[src/rtl/sdram_arbiter_if.sv]
// rtl/sdram_arbiter_if.sv - client-side and controller-side bus bundle for sdram_arbiter
interface sdram_arbiter_if #(
    parameter int N  = 3,
    parameter int AW = 24,
    parameter int DW = 16,
    parameter int LW = 9
);
    logic [N-1:0]    C_REQ;
    logic [N-1:0]    C_WRITE;
    logic [N*AW-1:0] C_ADDR;
    logic [N*LW-1:0] C_LEN;
    logic [N*DW-1:0] C_WDATA;
    logic [N-1:0]    C_GNT;
    logic [LW-1:0]   C_XLEN;
    logic [N-1:0]    C_WR_ADV;
    logic [N-1:0]    C_RD_ADV;
    logic [DW-1:0]   C_RDATA;
    logic [N-1:0]    C_DONE;
    logic            ERR;
    logic [LW-1:0]   S_LENGTH;
    logic [LW-1:0]   S_MAX_LEN;
    logic [AW-1:0]   S_ADDR;
    logic [DW-1:0]   S_DATA_IN;
    logic [DW-1:0]   S_DATA_OUT;
    logic            S_REQUEST;
    logic            S_WRITE;
    logic            S_BUSY;
    logic            S_WR_ADV;
    logic            S_RD_ADV;

    modport slave (
        input  C_REQ, C_WRITE, C_ADDR, C_LEN, C_WDATA,
        input  S_MAX_LEN, S_DATA_OUT, S_BUSY, S_WR_ADV, S_RD_ADV,
        output C_GNT, C_XLEN, C_WR_ADV, C_RD_ADV, C_RDATA, C_DONE, ERR,
        output S_LENGTH, S_ADDR, S_DATA_IN, S_REQUEST, S_WRITE
    );

    modport master (
        output C_REQ, C_WRITE, C_ADDR, C_LEN, C_WDATA,
        output S_MAX_LEN, S_DATA_OUT, S_BUSY, S_WR_ADV, S_RD_ADV,
        input  C_GNT, C_XLEN, C_WR_ADV, C_RD_ADV, C_RDATA, C_DONE, ERR,
        input  S_LENGTH, S_ADDR, S_DATA_IN, S_REQUEST, S_WRITE
    );
endinterface

[src/rtl/sdram_arbiter.sv]
// rtl/sdram_arbiter.sv - round-robin arbiter sharing one sdram controller port between N masters
// Re-issues a request when a controller auto-refresh swallows it (no beats seen).
module sdram_arbiter #(
    parameter int N     = 3,
    parameter int AW    = 24,
    parameter int DW    = 16,
    parameter int LW    = 9,
    parameter int DRAIN = 2
) (
    input logic         CLK,
    input logic         RESET,
    sdram_arbiter_if.slave bus
);
    localparam int OW  = (N > 1) ? $clog2(N) : 1;
    localparam int DCW = (DRAIN > 1) ? $clog2(DRAIN) : 1;
    localparam logic [OW:0] NW = (OW+1)'(N);

    typedef enum logic [1:0] {S_IDLE, S_ISSUE, S_XFER, S_DRAIN} state_t;
    state_t state, state_nx;

    logic [OW-1:0]  owner, ptr, pick;
    logic           pick_vld;
    logic [OW:0]    scan;
    logic [N-1:0]   pick_onehot;
    logic [LW-1:0]  xlen;
    logic [LW:0]    beats, beats_now;
    logic           beat_inc;
    logic [DCW-1:0] dcnt;
    logic           drain_last;
    logic [AW-1:0]  addr_r;
    logic           write_r;
    logic [N-1:0]   gnt, done;
    logic           err;

    logic [LW-1:0]  len_a   [N];
    logic [AW-1:0]  addr_a  [N];
    logic [DW-1:0]  wdata_a [N];

    for (genvar g = 0; g < N; g++) begin : g_unpack
        assign len_a[g]   = bus.C_LEN[g*LW +: LW];
        assign addr_a[g]  = bus.C_ADDR[g*AW +: AW];
        assign wdata_a[g] = bus.C_WDATA[g*DW +: DW];
    end

    // First requester strictly after ptr, wrapping, so the last owner has lowest priority.
    always_comb begin
        pick     = '0;
        pick_vld = 1'b0;
        scan     = '0;
        for (int k = 1; k <= N; k++) begin
            scan = {1'b0, ptr} + (OW+1)'(k);
            if (scan >= NW) scan = scan - NW;
            if (!pick_vld && bus.C_REQ[scan[OW-1:0]]) begin
                pick_vld = 1'b1;
                pick     = scan[OW-1:0];
            end
        end
    end

    assign pick_onehot = {{(N-1){1'b0}}, 1'b1} << pick;
    assign beat_inc    = ((state == S_XFER) && (bus.S_WR_ADV || bus.S_RD_ADV)) ||
                         ((state == S_DRAIN) && bus.S_RD_ADV);
    assign beats_now   = beats + {{LW{1'b0}}, beat_inc};
    assign drain_last  = (state == S_DRAIN) && (dcnt == DCW'(DRAIN - 1));

    always_ff @(posedge CLK) begin
        if (RESET) state <= S_IDLE;
        else       state <= state_nx;
    end

    always_comb begin
        state_nx = state;
        case (state)
            S_IDLE:  if (pick_vld)      state_nx = S_ISSUE;
            S_ISSUE: if (bus.S_BUSY)    state_nx = S_XFER;
            S_XFER:  if (!bus.S_BUSY)   state_nx = S_DRAIN;
            S_DRAIN: if (drain_last)    state_nx = (beats_now == '0) ? S_ISSUE : S_IDLE;
            default:                    state_nx = S_IDLE;
        endcase
    end

    always_ff @(posedge CLK) begin
        if (RESET) begin
            owner   <= '0;
            ptr     <= OW'(N - 1);
            xlen    <= '0;
            addr_r  <= '0;
            write_r <= 1'b0;
            beats   <= '0;
            dcnt    <= '0;
            gnt     <= '0;
            done    <= '0;
            err     <= 1'b0;
        end else begin
            done <= '0;
            case (state)
                S_IDLE: begin
                    beats <= '0;
                    dcnt  <= '0;
                    if (pick_vld) begin
                        owner   <= pick;
                        ptr     <= pick;
                        xlen    <= (len_a[pick] < bus.S_MAX_LEN) ? len_a[pick] : bus.S_MAX_LEN;
                        addr_r  <= addr_a[pick];
                        write_r <= bus.C_WRITE[pick];
                        gnt     <= pick_onehot;
                    end
                end
                S_XFER: beats <= beats_now;
                S_DRAIN: begin
                    beats <= beats_now;
                    dcnt  <= dcnt + DCW'(1);
                    if (drain_last) begin
                        dcnt <= '0;
                        // Zero beats means refresh ate the request: retry with the same latched burst.
                        if (beats_now == '0) begin
                            beats <= '0;
                        end else begin
                            if (beats_now != ({1'b0, xlen} + {{LW{1'b0}}, 1'b1})) err <= 1'b1;
                            done <= gnt;
                            gnt  <= '0;
                        end
                    end
                end
                default: ;
            endcase
        end
    end

    assign bus.C_GNT     = gnt;
    assign bus.C_XLEN    = xlen;
    assign bus.C_DONE    = done;
    assign bus.ERR       = err;
    assign bus.S_LENGTH  = xlen;
    assign bus.S_ADDR    = addr_r;
    assign bus.S_WRITE   = write_r;
    assign bus.S_REQUEST = (state == S_ISSUE);
    assign bus.S_DATA_IN = wdata_a[owner];
    assign bus.C_RDATA   = bus.S_DATA_OUT;
    assign bus.C_WR_ADV  = gnt & {N{bus.S_WR_ADV && (state == S_XFER)}};
    assign bus.C_RD_ADV  = gnt & {N{bus.S_RD_ADV && ((state == S_XFER) || (state == S_DRAIN))}};
endmodule

[src/flat_wrapper.sv]
// flat-port wrapper written by rule: the top's interface ports become plain ports
module sdram_arbiter_flat 
#(
    parameter int N     = 3,
    parameter int AW    = 24,
    parameter int DW    = 16,
    parameter int LW    = 9,
    parameter int DRAIN = 2
)
  (CLK, RESET, bus_C_REQ, bus_C_WRITE, bus_C_ADDR, bus_C_LEN, bus_C_WDATA, bus_S_MAX_LEN, bus_S_DATA_OUT, bus_S_BUSY, bus_S_WR_ADV, bus_S_RD_ADV, bus_C_GNT, bus_C_XLEN, bus_C_WR_ADV, bus_C_RD_ADV, bus_C_RDATA, bus_C_DONE, bus_ERR, bus_S_LENGTH, bus_S_ADDR, bus_S_DATA_IN, bus_S_REQUEST, bus_S_WRITE);
  sdram_arbiter_if #(.N(N), .AW(AW), .DW(DW), .LW(LW)) bus_i ();
  input logic CLK;
  input logic RESET;
  input wire logic [$bits(bus_i.C_REQ)-1:0] bus_C_REQ;
  input wire logic [$bits(bus_i.C_WRITE)-1:0] bus_C_WRITE;
  input wire logic [$bits(bus_i.C_ADDR)-1:0] bus_C_ADDR;
  input wire logic [$bits(bus_i.C_LEN)-1:0] bus_C_LEN;
  input wire logic [$bits(bus_i.C_WDATA)-1:0] bus_C_WDATA;
  input wire logic [$bits(bus_i.S_MAX_LEN)-1:0] bus_S_MAX_LEN;
  input wire logic [$bits(bus_i.S_DATA_OUT)-1:0] bus_S_DATA_OUT;
  input wire logic [$bits(bus_i.S_BUSY)-1:0] bus_S_BUSY;
  input wire logic [$bits(bus_i.S_WR_ADV)-1:0] bus_S_WR_ADV;
  input wire logic [$bits(bus_i.S_RD_ADV)-1:0] bus_S_RD_ADV;
  output wire logic [$bits(bus_i.C_GNT)-1:0] bus_C_GNT;
  output wire logic [$bits(bus_i.C_XLEN)-1:0] bus_C_XLEN;
  output wire logic [$bits(bus_i.C_WR_ADV)-1:0] bus_C_WR_ADV;
  output wire logic [$bits(bus_i.C_RD_ADV)-1:0] bus_C_RD_ADV;
  output wire logic [$bits(bus_i.C_RDATA)-1:0] bus_C_RDATA;
  output wire logic [$bits(bus_i.C_DONE)-1:0] bus_C_DONE;
  output wire logic [$bits(bus_i.ERR)-1:0] bus_ERR;
  output wire logic [$bits(bus_i.S_LENGTH)-1:0] bus_S_LENGTH;
  output wire logic [$bits(bus_i.S_ADDR)-1:0] bus_S_ADDR;
  output wire logic [$bits(bus_i.S_DATA_IN)-1:0] bus_S_DATA_IN;
  output wire logic [$bits(bus_i.S_REQUEST)-1:0] bus_S_REQUEST;
  output wire logic [$bits(bus_i.S_WRITE)-1:0] bus_S_WRITE;
  assign bus_i.C_REQ = bus_C_REQ;
  assign bus_i.C_WRITE = bus_C_WRITE;
  assign bus_i.C_ADDR = bus_C_ADDR;
  assign bus_i.C_LEN = bus_C_LEN;
  assign bus_i.C_WDATA = bus_C_WDATA;
  assign bus_i.S_MAX_LEN = bus_S_MAX_LEN;
  assign bus_i.S_DATA_OUT = bus_S_DATA_OUT;
  assign bus_i.S_BUSY = bus_S_BUSY;
  assign bus_i.S_WR_ADV = bus_S_WR_ADV;
  assign bus_i.S_RD_ADV = bus_S_RD_ADV;
  assign bus_C_GNT = bus_i.C_GNT;
  assign bus_C_XLEN = bus_i.C_XLEN;
  assign bus_C_WR_ADV = bus_i.C_WR_ADV;
  assign bus_C_RD_ADV = bus_i.C_RD_ADV;
  assign bus_C_RDATA = bus_i.C_RDATA;
  assign bus_C_DONE = bus_i.C_DONE;
  assign bus_ERR = bus_i.ERR;
  assign bus_S_LENGTH = bus_i.S_LENGTH;
  assign bus_S_ADDR = bus_i.S_ADDR;
  assign bus_S_DATA_IN = bus_i.S_DATA_IN;
  assign bus_S_REQUEST = bus_i.S_REQUEST;
  assign bus_S_WRITE = bus_i.S_WRITE;
  sdram_arbiter #(.N(N), .AW(AW), .DW(DW), .LW(LW), .DRAIN(DRAIN)) u_core (.CLK(CLK), .RESET(RESET), .bus(bus_i));
endmodule
[config.mk]
export PLATFORM = sky130hd
export DESIGN_NAME = sdram_arbiter_flat
export DESIGN_NICKNAME = d
export VERILOG_FILES = /design/src/rtl/sdram_arbiter_if.sv /design/src/rtl/sdram_arbiter.sv /design/src/flat_wrapper.sv
export SDC_FILE = /design/constraint.sdc
export NUM_CORES = 1
export LEC_CHECK = 0
export ABC_AREA = 1
export BUFFER_PORTS_ARGS = -buffer_cell sky130_fd_sc_hd__buf_2
export CORE_AREA = 4 4 104 106
export CTS_CLUSTER_SIZE = 12
export DETAILED_ROUTE_END_ITERATION = 7
export DIE_AREA = 0 0 108 110
export PLACE_DENSITY = 0.85
export SYNTH_ARGS = -nofsm -noshare
export SYNTH_HDL_FRONTEND = slang
export SYNTH_SLANG_ARGS = --single-unit
export TNS_END_PERCENT = 20
[constraint.sdc]
create_clock -name CLK -period 9 [get_ports CLK]
set_input_delay 0.9 -clock CLK [delete_from_list [all_inputs] [get_ports CLK]]
set_output_delay 0.9 -clock CLK [all_outputs]
set_load 0.01 [all_outputs]
==> metrics.md <==
| Metric | Value |
|---|---|
| Setup crit end kind | flip-flop |
| Final Wtd Congestion | 0.887 |
| Sequential fraction of the synthesis area | 25.8% |
| Worst r2r path cells | 26 |
| PortBufs | 239 |
| Relative slew margins | 29.9% |
| # Post-CTS Setup Buffers | 0 |
| WHS Path Cells | 2 |
| Standard-cell rows | 36 |
| Vias | 5,251 |
| Hold endpoint | u_core.beats[0] |
| Worst slew pin tran | 1.05 ns |
| Post-CTS sizing | 0 |
| Ports | 272 |
| Worst EP arrival | 7.12 ns |
| Critical-path top delay cell | clkinv_1 |
| Crit path time final | 6.85 ns |
| Synth warn | 0 |
| Vias in the first global route | 4,823 |
| CTS root buf | clkbuf_8 |
| Clock transition at path regs | 0.08 ns |
| 1st-iter DRT viols | 308 |
| Cells after Synth | 684 |
| Seq cells post-synth | 57 |
| Worst slack, placed | 2.26 ns |
| Worst path max stage delay | 0.96 ns |
| Core area | 9770 um^2 |
| Maximum VDD drop | 0.184 mV |
| Post-Route WL | 15.4 mm |
| Final hold vios | 0 |
| CP most frequent cell | nand2_1 |
| EDFF count, synth | 0 |
| Buf/Inv on CP | 4 |
| Critical path peak fanout | 36 |
| Commonest non-fill, non-tap cell in the layout | buf_2 |
| Post-synth cell types | 35 |
| Die height | 110 um |
| NetSw | 0.00128 W |
| Total global-route track usage | 25.1% |
| Residual DRC | 0 |
| Ys flop type | dfxtp_1 |
| Wire per inst | 15.2 um |
| Dpl hpwl | 12.2 mm |
| Fin crit share | 76.1% |
| CTS sink count | 57 |
| DR vias/cell | 5.19 |
| DIE WIDTH | 108 um |
| Die area | 11,900 um^2 |
| Reg-to-Reg End | u_core.bus.C_XLEN[7] |
| Mean Syn Cell Area | 6.48 um^2 |
| Worst Skew | 0.0112 ns |
| Nets | 1,078 |
| CTS tree | done |
| Setup TNS | 0 ns |
| Number of max-cap violations | 0 |
| Max frequency | 146 MHz |
| CTS buffer count | 9 |
| H-tree levels | 3 |
| Sw Share | 54.3% |
| Hold-fix buffers, CTS | 0 |
| Buffer depth of the longest clock path | 2 |
| Pin count of the biggest net entering global routing | 65 |
| Drt first pass iters | 6 |
| Part of the power in combinational logic | 71.0% |
| Clock power frac | 11.8% |
| Cell Pwr Density | 417 nW/um^2 |
| Slew Viols, Final | 0 |
| CP Class | reg -> reg |
| Hold_sp | u_core.beats[0] |
| Number of diodes | 0 |
| Asr flop ratio synth | 0% |
| Synthesis-to-layout area growth | 28.0% |
| Global route total overflow | 0 |
| PnR worst setup slack | 2.15 ns |
| Reg2Reg Setup Slack | 2.15 ns |
| Most frequent cells in the layout | buf_2, nand2_1, nand3_1 |
| P_leak | 2.87 nW |
| Fraction of power consumed by sequential logic | 17.3% |
| Hold WC Path Type | reg -> reg |
| Worst skew pair latency | 0.33 ns |
| Layout cell share with drive strength beyond 1 | 31.9% |
| RSZ-0062 raised after global routing | no |
| Crit path launch type | flip-flop |
| Status | finished, final reports clean |
| CP top delay family | simple AND/OR/NAND/NOR gates |
| Worst Path Required | 9.27 ns |
| Antenna Violating Nets Remaining | 0 |
| Final hold slack | 0.481 ns |
| Setup-failing EPs final | 0 |
| RR Startpoint | u_core.ptr[0] |
| First-pass GRT wire length | 23.6 mm |
| Synth Cell Area | 4430 um^2 |
| Int Pwr | 0.00108 W |
| Initial antenna violation count | 1 |
| Starting density of the core | 45.3% |
| Syn nets | 888 |
==> cells by family (layout without fill, tap and decap cells) <==
logic type               Yosys count  count (layout)  synth area share (%)
AO/OA/AOI/OAI                    123             123                  17.3
buffers and inverters            118             312                  13.0
adder cells (fa/ha/maj)           21              21                  5.93
XOR/XNOR                          17              17                  3.36
flip-flops                        57              57                  25.8
AND/OR/NAND/NOR                  348             348                  34.6
==> layer usage <==
layer	vias up	GRT usage [%]	wire length, um
met5	-	0	13
met4	2	6.76	268
met3	22	8.04	1590
met2	231	42.6	7310
met1	2356	30.8	6230
li1	2640	-	-
==> power by group through the flow <==
stage / Clock (W) / Combinational (W) / Sequential, W
after CTS: 0.000281 / 0.00168 / 0.000407
after global routing: 0.000294 / 0.00190 / 0.000420
after floorplan: 0 / 0.00130 / 0.000405
final: 0.000278 / 0.00168 / 0.000409
after global placement: 0 / 0.00165 / 0.000409
after detailed placement: 0 / 0.00167 / 0.000411
==> cell type report <==
cell class                      count  area, um^2
Fill cell                         975        4100
Multi-Input combinational cell    509        2720
Timing Repair Buffer              240        1200
Sequential cell                    57        1140
Inverter                           57         214
Tap cell                          133         166
Clock buffer                       11         151
Clock inverter                      4        76.3
==> sequential cells by signal (all words and copies together) (netlist names) <==
signal	cells
u_core.beats	10
u_core.bus.C_DONE	3
u_core.bus.C_GNT	3
u_core.bus.C_XLEN	9
u_core.bus.ERR	1
u_core.bus.S_ADDR	24
u_core.bus.S_WRITE	1
u_core.dcnt	1
u_core.owner	1
u_core.ptr	2
u_core.state	2
==> through the flow <==
stage / utilization, % / area (um^2) / total power [W] / cells
after floorplan: - / 4430 / 0.00170 / 684
after global placement: 55.7 / 5450 / 0.00205 / 996
after detailed placement: 55.7 / 5450 / 0.00208 / 996
after CTS: 58.0 / 5670 / 0.00236 / 1011
after global routing: 58.0 / 5670 / 0.00262 / 1011
final: 58.0 / 5670 / 0.00237 / 1011
==> worst max-delay path by stage <==
stage                  start                    to  depth (start not counted)
2_1_floorplan  u_core.ptr[0]  u_core.bus.C_XLEN[0]                         28
3_3_place_gp   u_core.ptr[0]  u_core.bus.C_XLEN[2]                         26
3_5_place_dp   u_core.ptr[0]  u_core.bus.C_XLEN[7]                         26
4_1_cts        u_core.ptr[0]  u_core.bus.C_XLEN[7]                         26
5_1_grt        u_core.ptr[0]  u_core.bus.C_XLEN[8]                         26
6_report       u_core.ptr[0]  u_core.bus.C_XLEN[7]                         26
==> Yosys cell counts, types with 4 or more instances <==
cell type,count,area (um^2)
nand2_1,168,631
nand3_1,75,375
nor2_1,66,248
dfxtp_1,57,1140
inv_1,50,188
o21ai_0,48,240
a21oi_1,29,145
a41oi_1,25,219
buf_4,25,188
clkbuf_1,22,82.6
ha_1,21,263
o31ai_1,16,120
xor2_1,14,123
buf_2,8,40.0
inv_2,5,18.8
nand4_1,5,31.3
or2_0,5,31.3
or2_2,5,31.3
buf_6,4,45.0
nor3_1,4,20.0
==> tightest hold or removal path, cell delays in order, from the launching register on <==
cell and delay, ns:
dfxtp_1 0.32, nand2_1 0.07, a21oi_1 0.06
Note: power is estimated with default switching activity, not from simulation.
